<file path="src/rtl/id_ex_reg.sv">
// ID/EX pipeline register for the five-stage RV64 core.
// Holds on stall, inserts an all-zero bubble on flush, and gates side-effecting controls with id_valid.
module id_ex_reg #(
  parameter int XLEN = 64
) (
  input  logic            clk,
  input  logic            rst,
  input  logic            stall,
  input  logic            flush,

  input  logic            id_valid,
  input  logic [XLEN-1:0] id_pc,
  input  logic [XLEN-1:0] id_rs1_data,
  input  logic [XLEN-1:0] id_rs2_data,
  input  logic [XLEN-1:0] id_imm,
  input  logic [4:0]      id_rs1,
  input  logic [4:0]      id_rs2,
  input  logic [4:0]      id_rd,
  input  logic [6:0]      id_funct7,
  input  logic [2:0]      id_funct3,
  input  logic [1:0]      id_aluOp,
  input  logic            id_aluSrc,
  input  logic            id_memRead,
  input  logic            id_memWrite,
  input  logic            id_regWrite,
  input  logic            id_memToReg,
  input  logic            id_branch,

  output logic            ex_valid,
  output logic [XLEN-1:0] ex_pc,
  output logic [XLEN-1:0] ex_rs1_data,
  output logic [XLEN-1:0] ex_rs2_data,
  output logic [XLEN-1:0] ex_imm,
  output logic [4:0]      ex_rs1,
  output logic [4:0]      ex_rs2,
  output logic [4:0]      ex_rd,
  output logic [6:0]      ex_funct7,
  output logic [2:0]      ex_funct3,
  output logic [1:0]      ex_aluOp,
  output logic            ex_aluSrc,
  output logic            ex_memRead,
  output logic            ex_memWrite,
  output logic            ex_regWrite,
  output logic            ex_memToReg,
  output logic            ex_branch
);

  typedef struct packed {
    logic            valid;
    logic [XLEN-1:0] pc;
    logic [XLEN-1:0] rs1Data;
    logic [XLEN-1:0] rs2Data;
    logic [XLEN-1:0] imm;
    logic [4:0]      rs1;
    logic [4:0]      rs2;
    logic [4:0]      rd;
    logic [6:0]      funct7;
    logic [2:0]      funct3;
    logic [1:0]      aluOp;
    logic            aluSrc;
    logic            memRead;
    logic            memWrite;
    logic            regWrite;
    logic            memToReg;
    logic            branch;
  } stage_t;

  stage_t stage_q;
  stage_t stage_d;
  stage_t idStage;

  // Side-effecting controls are masked by id_valid so ex_valid = 0 always implies no writes or branch.
  always_comb begin
    idStage          = '0;
    idStage.valid    = id_valid;
    idStage.pc       = id_pc;
    idStage.rs1Data  = id_rs1_data;
    idStage.rs2Data  = id_rs2_data;
    idStage.imm      = id_imm;
    idStage.rs1      = id_rs1;
    idStage.rs2      = id_rs2;
    idStage.rd       = id_rd;
    idStage.funct7   = id_funct7;
    idStage.funct3   = id_funct3;
    idStage.aluOp    = id_aluOp;
    idStage.aluSrc   = id_aluSrc;
    idStage.memRead  = id_memRead  & id_valid;
    idStage.memWrite = id_memWrite & id_valid;
    idStage.regWrite = id_regWrite & id_valid;
    idStage.memToReg = id_memToReg;
    idStage.branch   = id_branch   & id_valid;
  end

  // Flush outranks stall: a killed instruction must not linger while the hazard unit holds ID.
  always_comb begin
    stage_d = stage_q;
    if (flush) begin
      stage_d = '0;
    end else if (!stall) begin
      stage_d = idStage;
    end
  end

  always_ff @(posedge clk) begin
    if (rst) begin
      stage_q <= '0;
    end else begin
      stage_q <= stage_d;
    end
  end

  assign ex_valid    = stage_q.valid;
  assign ex_pc       = stage_q.pc;
  assign ex_rs1_data = stage_q.rs1Data;
  assign ex_rs2_data = stage_q.rs2Data;
  assign ex_imm      = stage_q.imm;
  assign ex_rs1      = stage_q.rs1;
  assign ex_rs2      = stage_q.rs2;
  assign ex_rd       = stage_q.rd;
  assign ex_funct7   = stage_q.funct7;
  assign ex_funct3   = stage_q.funct3;
  assign ex_aluOp    = stage_q.aluOp;
  assign ex_aluSrc   = stage_q.aluSrc;
  assign ex_memRead  = stage_q.memRead;
  assign ex_memWrite = stage_q.memWrite;
  assign ex_regWrite = stage_q.regWrite;
  assign ex_memToReg = stage_q.memToReg;
  assign ex_branch   = stage_q.branch;

endmodule

</file>
<file path="config.mk">
export PLATFORM = sky130hd
export DESIGN_NAME = id_ex_reg
export DESIGN_NICKNAME = d
export VERILOG_FILES = /design/src/rtl/id_ex_reg.sv
export SDC_FILE = /design/constraint.sdc
export NUM_CORES = 1
export LEC_CHECK = 0
export CORE_AREA = 2 2 226 228
export CTS_BUF_LIST = sky130_fd_sc_hd__clkbuf_4 sky130_fd_sc_hd__clkbuf_8
export DETAILED_ROUTE_END_ITERATION = 6
export DIE_AREA = 0 0 228 230
export GPL_TIMING_DRIVEN = 0
export SETUP_SLACK_MARGIN = 0.3
export SLEW_MARGIN = 10
export SYNTH_ARGS = -nofsm -noshare
export SYNTH_HDL_FRONTEND = slang
export SYNTH_SLANG_ARGS = --single-unit
export TNS_END_PERCENT = 5
</file>
<file path="constraint.sdc">
create_clock -name clk -period 1.2 [get_ports clk]
set_input_delay 0.24 -clock clk [delete_from_list [all_inputs] [get_ports clk]]
set_output_delay 0.24 -clock clk [all_outputs]
set_load 0.02 [all_outputs]
</file>
# Yosys cells after proc, flatten, opt, wreduce, memory -nomap -nowiden
# Cells that the tools add are included.
# word_totals
regBits	290
out_inout_bits	290
# op_classes
bitwise	4
n_reduce_logical	1
# ops
cell	count
1-bit bitwise AND	4
2-bit OR reduction	1

# Logic depth before layout (Yosys ltp)
# Gate-level depths: netlist of the first run.
# logic_depth
depth_word	1
mapped_depth	5
depth_no_buf	2

# Worst setup path before layout of the first run
# No wires, ideal clock.
# synth_path
path_type	input to register
startpoint	in stall
endpoint	reg stage_q (netlist bit ex_pc[10])
t_arrival_ps	940
path_slack_ps	146
stages	5
cell_sequence	buf_2 buf_4 buf_4 mux2i_1 nor2_1
# synth_lines
item	line_no	rtl
start, declared	8	input logic stall,
end signal, assigned	108	stage_q <= stage_d;
end, declared	68	stage_t stage_q;

# Final worst setup path of the first run
# layout_path
startpoint	reg stage_q (netlist bit ex_rs1_data[23])
endpoint	out ex_rs1_data[23]
# layout_lines
item	line_no	rtl
end, declared	31	output logic [XLEN-1:0] ex_rs1_data,
# No word-level cell between the ends.

==> results.toml, run 1 <==
[clock_tree]
cts_sinks = 290
numCtsBuffers = 52
cts_buffer_depth = 3
hold_buffers = 0
clkSlewWorstSetupHoldPaths_ns = 0.06
root_buffer = "clkbuf_8"
htree_levels = 2
cts_tree = "yes"
clock_latency_ns = 0.58

[detailed_routing]
drt_iter0_markers = 174
remaining_drc_errors = 0
drt_pass1_iterations = 4
wirelength_mm = 38.2
wl_per_cell_um = 16.7
via_per_inst = 3.92
vias = 8965
ant_nets = 0

[synth]
yosys_warnings = 0
synth_top_family_by_area = "multiplexers"
yosysSeqAreaShare = 0.561
synth_compound_area_frac = 0.00194
synth_fa_ha_area_frac = 0
synth_most_common_cell = "dfxtp_1"
synth_edf_count = 0
ys_async_sr_fraction = 0
synth_area_um2 = 10300
synthTopCellsByArea = "dfxtp_1 (56%), mux2i_1 (28%), nor2_1 (10%)"
syn_nets = 1234
synthXorXnorAreaFrac = 0
synth_mux_area_frac = 0.277
yosysTopAreaCell = "dfxtp_1"
synth_cell_type_count = 12
syn_inst = 940
synth-main-ff-cell = "dfxtp_1"
synth_common_cells = "dfxtp_1 (290), mux2i_1 (286), nor2_1 (286), buf_6 (34), clkbuf_1 (17)"
synth_top_area_share = 0.561
synth_seq_cells = 290
avgSynthCellArea_um2 = 11.0
yosys.area_share.simple = 0.109

[grt]
grt_pass1_wl_mm = 56.4
grt_pass1_vias = 9355
antenna_found_initial = 0
grt_start_max_net_pins = 13
grtUsageTotal = 0.139
gr-total-overflow = 0

[worst_setup_path]
crit_family = "flip-flops"
crit_required_ns = 0.96
cp-end-kind = "output port"
cp_max_fo = 2
critPathBufInv = 1
cp_slowest_cell = "dfxtp_1"
cpPeakStageDelay_ns = 0.33
critPathLaunchType = "flop"
arrival_ns = 1.09
timing_worst_setup_path_type = "flop to output port"
cp_num_cells = 1
reg2reg_depth = 3
crit_chain = "buf_2"

[placement]
gp_congestion = 0.878
portBuffers = 582
dp_hpwl_mm = 29.4
placed_area_um2 = 17100
dpl.cell_count = 2194

[sta]
fin_skew_ns = 0
slew_violations = 0
slew_headroom = 0.648
fmax_mhz = 755
fin_crit_ns = 1.33
worst_pin_slew_ns = 0.527
setup_slack_ns = -0.125
rsz0062_at_grt = "yes"
setup-violations-final = 290
period_share = 1.10
hold_viol = 0

[floorplanning]
die_h_um = 230
die-area_um2 = 52400
coreArea_um2 = 49900
core.rowCount = 82
initial_utilization = 0.207
io_pins = 584
dieWidth_um = 228

[final_layout]
nFillCells = 5005
final_cells = 2285
layout-drive-gt1-share = 0.447
antenna_cells = 0
synthToLayoutAreaGrowth_pct = 83.7
nets = 1871
design_area_um2 = 19000

[min_path]
hold_depth = 4
hold_class = "primary input to flop"

[power]
irDropWorstVdd_v = 0.000860
p_leak_nw = 8.44
powerDensity_nw_per_um2 = 1240

[outcome]
violations = "setup timing"
status = "finished, violations left"

[run]
cap_viol_max_count = 0
-- worst min-delay path: cells and delay by family --
| family | cells | cell delay (ns) |
|---|---|---|
| buffers and inverters | 2 | 0.31 |
| and+or+nand+nor | 1 | 0.12 |
| AOI/OAI and AO/OA | 1 | 0.06 |
-- final cells by class --
cell class	instances	area, µm²	share of cell area
plain buffers	65	691	0.0364
clock buffers	86	1070	0.0564
clock inverters	4	47.5	0.00250
multi-input cells	585	4010	0.211
flip-flops and latches	290	6170	0.325
well taps	672	841	0.0443
repair buffers	583	6170	0.325
-- per-layer routing --
layer | global-route usage | up-vias | wire, µm
met2 | 0.249 | 350 | 19400
met1 | 0.158 | 4157 | 15100
met3 | 0.0403 | 65 | 2760
li1 | - | 4393 | -
met5 | 0 | - | 0
met4 | 0.0464 | 0 | 941
-- cell families (layout without fill, tap and decap cells) --
logic type	count (synthesis)	in the layout
mux	286	286
flops	290	290
compound gates	4	4
simple gates	295	295
buf+inv	65	738
-- flip-flops by register name, summed over array words and instances, names as in the netlist --
signal       count
ex_aluSrc        1
ex_imm          64
ex_rs1_data     64
ex_rd            5
ex_rs2_data     64
ex_pc           64
ex_rs2           5
ex_funct3        3
ex_memToReg      1
ex_regWrite      1
ex_aluOp         2
ex_valid         1
ex_branch        1
ex_rs1           5
ex_memRead       1
ex_funct7        7
ex_memWrite      1
-- placed cells by master (no fill, tap or decap) --
master and instances:
nor2_1 286, clkinv_2 2, dfxtp_4 4, nand2_1 4
or2_1 1, mux2i_1 286, dfxtp_2 280, buf_8 19
clkbuf_1 5, clkinvlp_4 1, clkbuf_8 68, bufinv_16 1
buf_2 11, nand3b_1 4, buf_4 6, clkbuf_4 18
buf_12 2, dfxtp_1 6, clkdlybuf4s50_1 292, a21oi_1 4
buf_1 4, buf_6 309
-- timing repair --
item / 4_1_cts / 5_1_grt
endpoints found under the setup margin: 544 / 580
gates resized for setup: 1435 / 651
buffers inserted: 1 / 0
-- per-stage QoR --
step,hold WS [ns],power (mW),utilization,worst slack (ns),TNS [ns]
after global placement,0.453,13.7,0.344,-0.869,-153.11
after CTS,0.134,23.7,0.350,-0.214,-59.82
final,0.184,23.6,0.381,-0.125,-21.44
after detailed placement,0.456,13.8,0.344,-0.882,-158.11
after global routing,0.165,24.6,0.381,-0.199,-44.06
after floorplan,0.384,11.9,-,0.200,0
-- where the power goes --
part	total (mW)	switching, mW	internal, mW	leakage, nW
clock	9.84	4.05	5.79	0.594
combinational	3.51	1.45	2.06	5.35
sequential	10.2	0.230	10.0	2.49
total	23.6	5.73	17.9	8.44
-- path summary, 6_finish.rpt --
kind,from,end,slack (ns)
max,ex_rs1_data[23],ex_rs1_data[23],-0.13
min,stall,ex_regWrite,0.18
max reg2reg,ex_pc[30],ex_pc[30],0.47
min reg2reg,ex_memRead,ex_memRead,0.47
Note: power is estimated with default switching activity, not from simulation.
==> run 2: changes to the inputs <==
CORE_AREA = 2 2 228 230   (was 2 2 226 228)
DIE_AREA = 0 0 230 232   (was 0 0 228 230)
==> results.toml, run 2 (synthesis results as in run 1) <==
[sta]
tns_ns = -25.10
slew_violations = 0
timing.hold.ws_ns = 0.189
slew_headroom = 0.627
hold_viol = 0
fin_skew_ns = 0
rsz0062_at_grt = "yes"
fmax_mhz = 746
worst_pin_slew_ns = 0.560
fin_crit_ns = 1.34
setup_slack_ns = -0.141
period_share = 1.12
setup-violations-final = 290

[worst_setup_path]
critPathLaunchType = "flop"
cp-end-kind = "output port"
r2r_start = "ex_imm[22]"
crit_family = "flip-flops"
critPathBufInv = 1
timing_worst_setup_path_type = "flop to output port"
r2r_slack_ns = 0.44
cp_max_fo = 2
arrival_ns = 1.10
crit_required_ns = 0.96
reg2reg_depth = 3
crit_chain = "buf_6"
r2r_end = "ex_imm[22]"
cp_slowest_cell = "dfxtp_2"
cpPeakStageDelay_ns = 0.36

[detailed_routing]
ant_nets = 0
via_per_inst = 3.93
drt_pass1_iterations = 5
drt_iter0_markers = 179
remaining_drc_errors = 0
vias = 9072
wl_per_cell_um = 16.7
wirelength_mm = 38.5

[clock_tree]
clkSlewWorstSetupHoldPaths_ns = 0.06
hold_buffers = 0
cts_sinks = 290
root_buffer = "clkbuf_8"
numCtsBuffers = 53
clock_latency_ns = 0.59
cts_buffer_depth = 3
htree_levels = 2
cts_tree = "yes"

[final_layout]
most-common-layout-cells = "buf_6 (312), clkdlybuf4s50_1 (292), mux2i_1 (286), nor2_1 (283), dfxtp_2 (281)"
layout_commonest_cell = "buf_6"
layout-drive-gt1-share = 0.460
design_area_um2 = 19200
synthToLayoutAreaGrowth_pct = 85.3
nets = 1876
utilization = 0.377

[power]
irDropWorstVdd_v = 0.000856
p_leak_nw = 8.51
powerDensity_nw_per_um2 = 1250

[placement]
placed_area_um2 = 17100
pre_cts_slack_ns = -0.841
dp_hpwl_mm = 29.9
portBuffers = 582
gp_congestion = 0.871

[min_path]
hold_end = "ex_branch"
hold_class = "primary input to flop"
hold_depth = 4
min-delay-start = "stall"

[grt]
antenna_found_initial = 2
grtUsageTotal = 0.136
grt_start_max_net_pins = 14
gr-total-overflow = 0
grt_pass1_vias = 9310
grt_pass1_wl_mm = 55.9

[floorplanning]
dieWidth_um = 230
die-area_um2 = 53400
core.rowCount = 83
initial_utilization = 0.203
die_h_um = 232
coreArea_um2 = 50900
io_pins = 584

[run]
cap_viol_max_count = 0

[outcome]
status = "finished, violations left"
violations = "setup timing"
run 2: routing by layer:
metal / up-vias / share of wire / track usage
met5: - / 0.00029 / 0
met4: 2 / 0.035 / 0.0645
met3: 84 / 0.082 / 0.0440
met2: 362 / 0.50 / 0.238
met1: 4212 / 0.38 / 0.150
li1: 4412 / - / -
run 2: repair_timing:
action,4_1_cts,5_1_grt
setup endpoints to repair,580,580
buffers inserted,2,3
resized for setup,1510,628
run 2: how the worst max path moves through the flow:
stage | start | end | slack (ns) | cells after the start
6_report | ex_imm[22] | ex_imm[22] | -0.14 | 1
5_1_grt | ex_rs2_data[28] | ex_rs2_data[28] | -0.21 | 1
4_1_cts | ex_rs1_data[0] | ex_rs1_data[0] | -0.23 | 1
3_5_place_dp | rst | ex_rs2_data[38] | -0.84 | 5
3_3_place_gp | rst | ex_rs2_data[35] | -0.83 | 5
2_1_floorplan | rst | ex_pc[0] | 0.20 | 5
run 2: worst min-delay path, stage by stage:
cell      delay, ns
buf_6          0.14
buf_6          0.17
nand3b_1       0.12
a21oi_1        0.06
run 2: final cells by class:
cell class / count / area [µm²]
clock inverter: 6 / 62.6
buffer: 65 / 711
clock buffer: 92 / 1110
antenna: 1 / 2.50
fill: 5006 / 31700
tap: 680 / 851
timing repair buffer: 587 / 6220
sequential: 290 / 6190
multi-input combinational: 585 / 4030
run 2: power by group:
| group | switching, mW | internal, mW |
|---|---|---|
| Clock | 4.15 | 5.99 |
| Sequential | 0.239 | 10.0 |
| Combinational | 1.45 | 2.08 |
| Total | 5.84 | 18.1 |
run 2: through the flow:
stage                     total power, mW  cells
after global routing                 25.0   2306
after global placement               13.8   2202
after floorplan                      11.9    940
final                                23.9   2306
after CTS                            24.0   2302
after detailed placement             13.8   2202
